==> config.mk <==
export PLATFORM = sky130hd
export DESIGN_NAME = sevseg_count_scan_ctrl
export DESIGN_NICKNAME = d
export VERILOG_FILES = /design/src/rtl/sevseg_count_scan_ctrl.sv
export SDC_FILE = /design/constraint.sdc
export NUM_CORES = 1
export LEC_CHECK = 0
export BUFFER_PORTS_ARGS = -buffer_cell sky130_fd_sc_hd__buf_2
export CORE_ASPECT_RATIO = 0.8
export CORE_MARGIN = 2
export CORE_UTILIZATION = 25
export DETAILED_ROUTE_END_ITERATION = 12
export GPL_ROUTABILITY_DRIVEN = 0
export PLACE_DENSITY = 0.44
export SYNTH_ARGS = -nofsm -noshare
export SYNTH_HDL_FRONTEND = slang
export SYNTH_SLANG_ARGS = --single-unit
==> constraint.sdc <==
create_clock -name CLK -period 4.2 [get_ports CLK]
set_input_delay 0 -clock CLK [delete_from_list [all_inputs] [get_ports CLK]]
set_output_delay 0 -clock CLK [all_outputs]
set_load 0.01 [all_outputs]
==> src/rtl/sevseg_count_scan_ctrl.sv <==
// Button-driven 4-digit BCD counter with a multiplexed seven-segment scan.
// Leading zeros are blanked, and AN and SEG are registered from the current count and digit index.
module sevseg_count_scan_ctrl #(
    parameter int unsigned SCAN_DIV = 50000
) (
    input  logic        CLK,
    input  logic        RST,
    input  logic        BTN_INC,
    input  logic        BTN_CLR,
    output logic [3:0]  AN,
    output logic [6:0]  SEG,
    output logic        DP,
    output logic [15:0] COUNT
);
    localparam int DIV_W = (SCAN_DIV > 1) ? $clog2(SCAN_DIV) : 1;
    localparam logic [DIV_W-1:0] DIV_LAST = DIV_W'(SCAN_DIV - 1);

    typedef enum logic [1:0] {DIG0 = 2'd0, DIG1 = 2'd1, DIG2 = 2'd2, DIG3 = 2'd3} scan_state_e;

    scan_state_e      state_q, state_d;
    logic [DIV_W-1:0] div_q, div_d;
    logic             inc_q, clr_q;
    logic [15:0]      count_q, count_d, count_inc;
    logic [3:0]       an_q, an_d;
    logic [6:0]       seg_q, seg_d;
    logic             inc_press, clr_press, div_wrap;
    logic [3:0]       nib [4];
    logic [3:0]       carry;
    logic [3:0]       zero_hi;

    function automatic logic [6:0] decode(input logic [3:0] d);
        case (d)
            4'd0:    decode = 7'b1000000;
            4'd1:    decode = 7'b1111001;
            4'd2:    decode = 7'b0100100;
            4'd3:    decode = 7'b0110000;
            4'd4:    decode = 7'b0011001;
            4'd5:    decode = 7'b0010010;
            4'd6:    decode = 7'b0000010;
            4'd7:    decode = 7'b1111000;
            4'd8:    decode = 7'b0000000;
            4'd9:    decode = 7'b0010000;
            default: decode = 7'b1111111;
        endcase
    endfunction

    // Carry into a digit when every lower digit is 9; a digit is "zero from here up"
    // when it and all higher digits are 0. Both are flat compares, not ripple chains.
    genvar gi;
    generate
        for (gi = 0; gi < 4; gi++) begin : g_digit
            assign nib[gi] = count_q[4*gi +: 4];
            if (gi == 0) begin : g_lsd
                assign carry[gi] = 1'b1;
            end else begin : g_upper
                assign carry[gi] = (count_q[4*gi-1:0] == {gi{4'h9}});
            end
            assign zero_hi[gi] = (count_q[15:4*gi] == '0);
            assign count_inc[4*gi +: 4] = carry[gi] ? ((nib[gi] == 4'd9) ? 4'd0 : nib[gi] + 4'd1)
                                                    : nib[gi];
        end
    endgenerate

    always_comb begin
        state_d   = state_q;
        div_d     = div_q + DIV_W'(1);
        inc_press = BTN_INC & ~inc_q;
        clr_press = BTN_CLR & ~clr_q;
        div_wrap  = (div_q == DIV_LAST);
        count_d   = count_q;
        an_d      = ~(4'b0001 << state_q);
        seg_d     = decode(nib[state_q]);

        if (clr_press) begin
            count_d = 16'h0000;
        end else if (inc_press) begin
            count_d = count_inc;
        end

        if (div_wrap) begin
            div_d = '0;
            case (state_q)
                DIG0:    state_d = DIG1;
                DIG1:    state_d = DIG2;
                DIG2:    state_d = DIG3;
                default: state_d = DIG0;
            endcase
        end

        if (state_q != DIG0 && zero_hi[state_q]) begin
            seg_d = 7'b1111111;
        end
    end

    // Button registers reset to 1 so a button held through reset is not a press.
    always_ff @(posedge CLK) begin
        if (RST) begin
            inc_q   <= 1'b1;
            clr_q   <= 1'b1;
            count_q <= 16'h0000;
            div_q   <= '0;
            state_q <= DIG0;
            an_q    <= 4'b1110;
            seg_q   <= 7'b1000000;
        end else begin
            inc_q   <= BTN_INC;
            clr_q   <= BTN_CLR;
            count_q <= count_d;
            div_q   <= div_d;
            state_q <= state_d;
            an_q    <= an_d;
            seg_q   <= seg_d;
        end
    end

    assign COUNT = count_q;
    assign AN    = an_q;
    assign SEG   = seg_q;
    assign DP    = 1'b1;
endmodule

* Word-level counts from Yosys, hierarchy flattened
Memories as Yosys holds them, arrays and structs flattened.
Index checks and enable logic that the tools add are counted.
** Storage, ports and cells
- Memories kept :: 1
- Register bits after elaboration :: 47
- Word-level logic and storage cells :: 59
- Input port bits :: 4
- Bits in read-only memories :: 112
** Cells by class
- $lt $le $gt $ge :: 2
- Shift operators :: 1
- Add/sub/neg operators :: 5
- Reductions and logical operators :: 13
- Mux-type cells :: 11
- Bitwise logic cells :: 6
- Equality and inequality tests :: 9
** Memory list
- (name not given) :: words 16, bits a word 7, read ports 1, clocked after memory_dff 0, wr ports 0, RTL line 32 : case (d)
** Operator list (count)
- $mux W4 :: 6
- $add A16 B1 Y16 const B :: 1
- $add A4 B1 Y4 const B :: 4
- $eq A16 B16 Y1 const B :: 1
- $eq A4 B4 Y1 const B :: 4
- $logic_not A16 Y1 :: 1
- $eq A12 B12 Y1 const B :: 1
- $logic_not A12 Y1 :: 1
- $bmux W4 S2 :: 1
- $eq A8 B8 Y1 const B :: 1
- $logic_not A8 Y1 :: 1
- $mux W6 :: 1
- $pmux W2 S3 :: 1
- $reduce_and A2 Y1 :: 3
- $reduce_or A2 Y1 :: 3
- $logic_not A4 Y1 :: 1
- $not A4 Y4 :: 1
- $shl A1 B2 Y4 const A :: 1
- $ge A3 B3 Y1 const B :: 1
- $lt A2 B3 Y1 const B :: 1
- $not A2 Y3 :: 1
- $and A1 B1 Y1 :: 2
- $bmux W1 S2 :: 1
- $eq A2 B1 Y1 const B :: 1
- 6 further kinds :: 7

* Depth between registers and ports, before layout
An unclocked memory read counts as a cell.
- Depth after elaboration :: 6
- Depth in mapped cells :: 8
- Depth with buffers taken out :: 7

* Least setup slack after synthesis
No wires, ideal clock.
- Path kind :: register to register
- Start :: reg state_q[0]
- End :: reg seg_q[3] (netlist: SEG[3])
- Data arrival time :: 2032 ps
- Buffers on the path :: 1
- Cell stages (with the launch flop) :: 7
- Path slack :: 2073 ps
- Data required time :: 4105 ps
- Cell sequence :: dfxtp_1 -> clkbuf_1 -> inv_1 -> ha_1 -> or4_1 -> a2111o_1 -> a221oi_1
** Between the ends
- Longest elaborated chain between the ends :: 6
- Elaborated cells on any way between the ends :: 10
** Ends and longest elaborated chain
- start, declared :: RTL line 20 : scan_state_e state_q, state_d;
- start signal, assigned :: RTL line 110 : state_q <= state_d;
- $not A2 Y3 (not written as such) :: RTL line 72 : seg_d = decode(nib[state_q]);
- $bmux W4 S2 :: RTL line 72
- $mux W4 (not written as such) (2 in a row) :: RTL line 72
- $mem_v2 Z16 W7
- $mux W6 * :: RTL line 90 : if (state_q != DIG0 && zero_hi[state_q]) begin
- end signal, assigned :: RTL line 112 : seg_q <= seg_d;
- end, declared :: RTL line 25 : logic [6:0] seg_q, seg_d;
Mark *: on every way between the ends. The rest lies on a longest branch, timed or not. The select of a mux whose other input is x is not followed.
A chain may end at the register's enable or synchronous reset.

* Worst setup path after layout
- Start :: reg div_q[5]
- End :: reg div_q[4]
** Between the ends
- Longest elaborated chain between the ends :: 2
** Ends and longest elaborated chain
- start, declared :: RTL line 21 : logic [DIV_W-1:0] div_q, div_d;
- start signal, assigned :: RTL line 109 : div_q <= div_d;
- $eq A16 B16 Y1 :: RTL line 69 : div_wrap = (div_q == DIV_LAST);
- $reduce_or A2 Y1 (no source line)
No other way between the ends.

==> results.cfg <==
[logic_synthesis]
synth_cells = 270
synth.distinct_cells = 49
yosys.area.top_type_share_pct = 39.9
ys_seq_area_share_pct = 39.9
syn_nets = 284
ys_top_cells_by_count = 47 x dfxtp_1, 28 x nor2_1, 20 x a21oi_1, 20 x inv_1, 15 x o21ai_0
synth_flop_cell = dfxtp_1
syn_area_um2 = 2360
ys_top_cells_by_area = dfxtp_1 40%, ha_1 5.3%, xnor2_1 4.8%, nor2_1 4.5%, a21oi_1 4.2%
syn_area_per_cell_um2 = 8.74
ys_warn_count = 0
yosysMostFrequentCell = dfxtp_1
synth_area_leader_cell = dfxtp_1
ys_ff_latch = 47
synth_edf_count = 0
synthArstFlopShare_pct = 0

[cts]
cts_hold_buf = 2
cts_max_path_buffers = 2
numCtsBuffers = 5
cts.sinks = 47
cts_resized = 0
clk_latency_ns = 0.28
h-tree-depth = 2
postCtsSetupBuffers = 0
cts.root.buffer_cell = clkbuf_16
tritoncts = yes
clk_pin_slew_ns = 0.06

[floorplan]
coreArea_um2 = 9110
io_pins = 32
dieArea_um2 = 10200
start_util_pct = 25.9
die_h_um = 90.9
die_w_um = 113
num_rows = 31

[layout]
final_area_um2 = 2790
num_antenna_cells = 0
nFillCells = 969
nets = 310
syn2layout_area_growth_pct = 18.3
final_cells = 412
drive_gt1_share_pct = 16.8

[sta]
hold_slack_ns = 0.0803
min_period_ns = 2.60
relSlewSlack_pct = 26.0
slew_violations = 0
final.setup.tns_ns = 0
clock.fmax_mhz = 384
rsz0062_at_grt = no
worst_slew_pin_slew_ns = 1.11
fin_skew_ns = 0.00794
hold_violations = 0
fin_crit_sh_pct = 62.0
finalSetupViolCount = 0
worst_slack_ns = 1.60

[worst_setup_path]
crit_type = reg -> reg
r2r-start = div_q[5]$_SDFF_PP0_
cp.arrival_ns = 2.73
cp_slowest_stage_delay_ns = 0.87
cp.required_ns = 4.33
path_cells = or4_1 -> or4_4 -> o21bai_1 -> nor2_1
path_max_fanout = 15
critPathLaunchType = flop
crit_path_start = div_q[5]$_SDFF_PP0_
slowest_stage = o21bai_1
end_kind = flop

[detailed_routing]
ant_nets = 0
drtIter0Drc = 57
detail_route.wl_per_cell_um = 12.7
drc_errors = 0
first_pass_iters = 4
wirelength_um = 5240
viasPerCell = 4.71
vias = 1939

[placed_design]
post_dp_cell_area_um2 = 2600
hpwlAfterDp_um = 3860
io_buffers = 30
pre_cts_ws_ns = 1.57
dp.cells = 402

[power]
power.leakage_uw = 0.00102
switching_share_pct = 19.8
p_clk_share_pct = 48.7
intPower_uw = 760
seqPwrFrac_pct = 48.1
powerDensity_nw_per_um2 = 339
ir_drop_uv = 200
combPwrFrac_pct = 3.3
p_switching_uw = 188

[global_route]
grt-ovfl-total = 0
grt_max_degree = 20
grt_pass1_wl_um = 9010
grt-busiest-layer = met1
grt_pass1_vias = 1828
grt_usage_pct = 10.8
gr-usage-met3_pct = 2.62
gr-usage-met1_pct = 15.7
antenna_found_initial = 0
use_met2_pct = 15.3

[job]
max_cap_violations = 0

[hold_path]
hold_path_class = in -> reg
hp-start = RST

[run_status]
status = finished clean
[power by group through the flow]
stage / sequential, uW / clock (uW) / combinational (uW)
finish: 455 / 461 / 30.9
floorplan: 465 / 0 / 21.8
global placement: 465 / 0 / 29.9
CTS: 455 / 476 / 31.5
global route: 456 / 497 / 35.3
detailed placement: 465 / 0 / 30.0
[registers in the layout, indices dropped and copies added, names as in the netlist]
| name | cells |
|---|---|
| AN | 4 |
| div_q | 16 |
| COUNT | 16 |
| clr_q | 1 |
| SEG | 7 |
| inc_q | 1 |
| state_q | 2 |
[cell usage in the layout, fill, tap and decap left out, drive strengths merged, types with 2 or more instances in the layout]
cell,count
a21o,3
dfxtp,47
or3b,2
dlygate4sd3,2
nand4,4
nor2b,7
nor3,8
o31ai,2
nor3b,3
or2,2
nor4,8
mux2i,2
o21ai,15
inv,20
nand2,7
xnor2,13
nand3b,4
or3,3
buf,30
nand2b,6
or4,8
clkbuf,6
nor2,28
a21oi,20
xor2,3
mux4,4
ha,10
nand3,8
[per-layer routing]
| metal | routed length (um) | part of all wire, % |
|---|---|---|
| met5 | 0 | 0 |
| met4 | 86 | 1.6 |
| met3 | 199 | 3.8 |
| met2 | 2070 | 39 |
| met1 | 2890 | 55 |
[worst max-delay path: cells and delay by family (launching register included)]
kind,cells,cell delay [ns]
AND/OR/NAND/NOR,3,1.24
AO/OA/AOI/OAI,1,0.87
flip-flops,1,0.33
[logic make-up after synthesis]
| family | count (synthesis) | share of synthesized area (%) |
|---|---|---|
| adders and majority gates | 10 | 5.30 |
| DFF | 47 | 39.9 |
| muxes | 7 | 5.14 |
| AOI/OAI and AO/OA | 52 | 13.2 |
| other | 1 | 0.159 |
| buffers and inverters | 33 | 5.56 |
| xor gates and xnor gates | 16 | 5.94 |
| and+or+nand+nor | 104 | 24.9 |
[layout make-up]
type	count	area (um^2)	share of cell area [%]
tap	115	144	5.15
timing repair buffer	32	170	6.09
inverter	20	75.1	2.69
sequential	47	941	33.7
multi-input combinational	190	1290	46.1
clock buffer	6	139	4.97
clock inverter	2	35.0	1.25
[through the flow]
step	total power (uW)	util (%)
2_1_floorplan	487	-
3_3_place_gp	495	28.5
3_5_place_dp	495	28.5
4_1_cts	963	30.6
5_1_grt	988	30.6
6_report	947	30.6
[final timing paths]
| path | to | cells past startpoint | slack, ns |
|---|---|---|---|
| worst max register to register | div_q[4]$_SDFF_PP0_ | 4 | 1.60 |
| worst min register to register | div_q[0]$_SDFF_PP0_ | 1 | 0.47 |
| worst max-delay path | div_q[4]$_SDFF_PP0_ | 4 | 1.60 |
| worst min-delay path | div_q[2]$_SDFF_PP0_ | 2 | 0.08 |
Note: power is estimated with default switching activity, not from simulation.
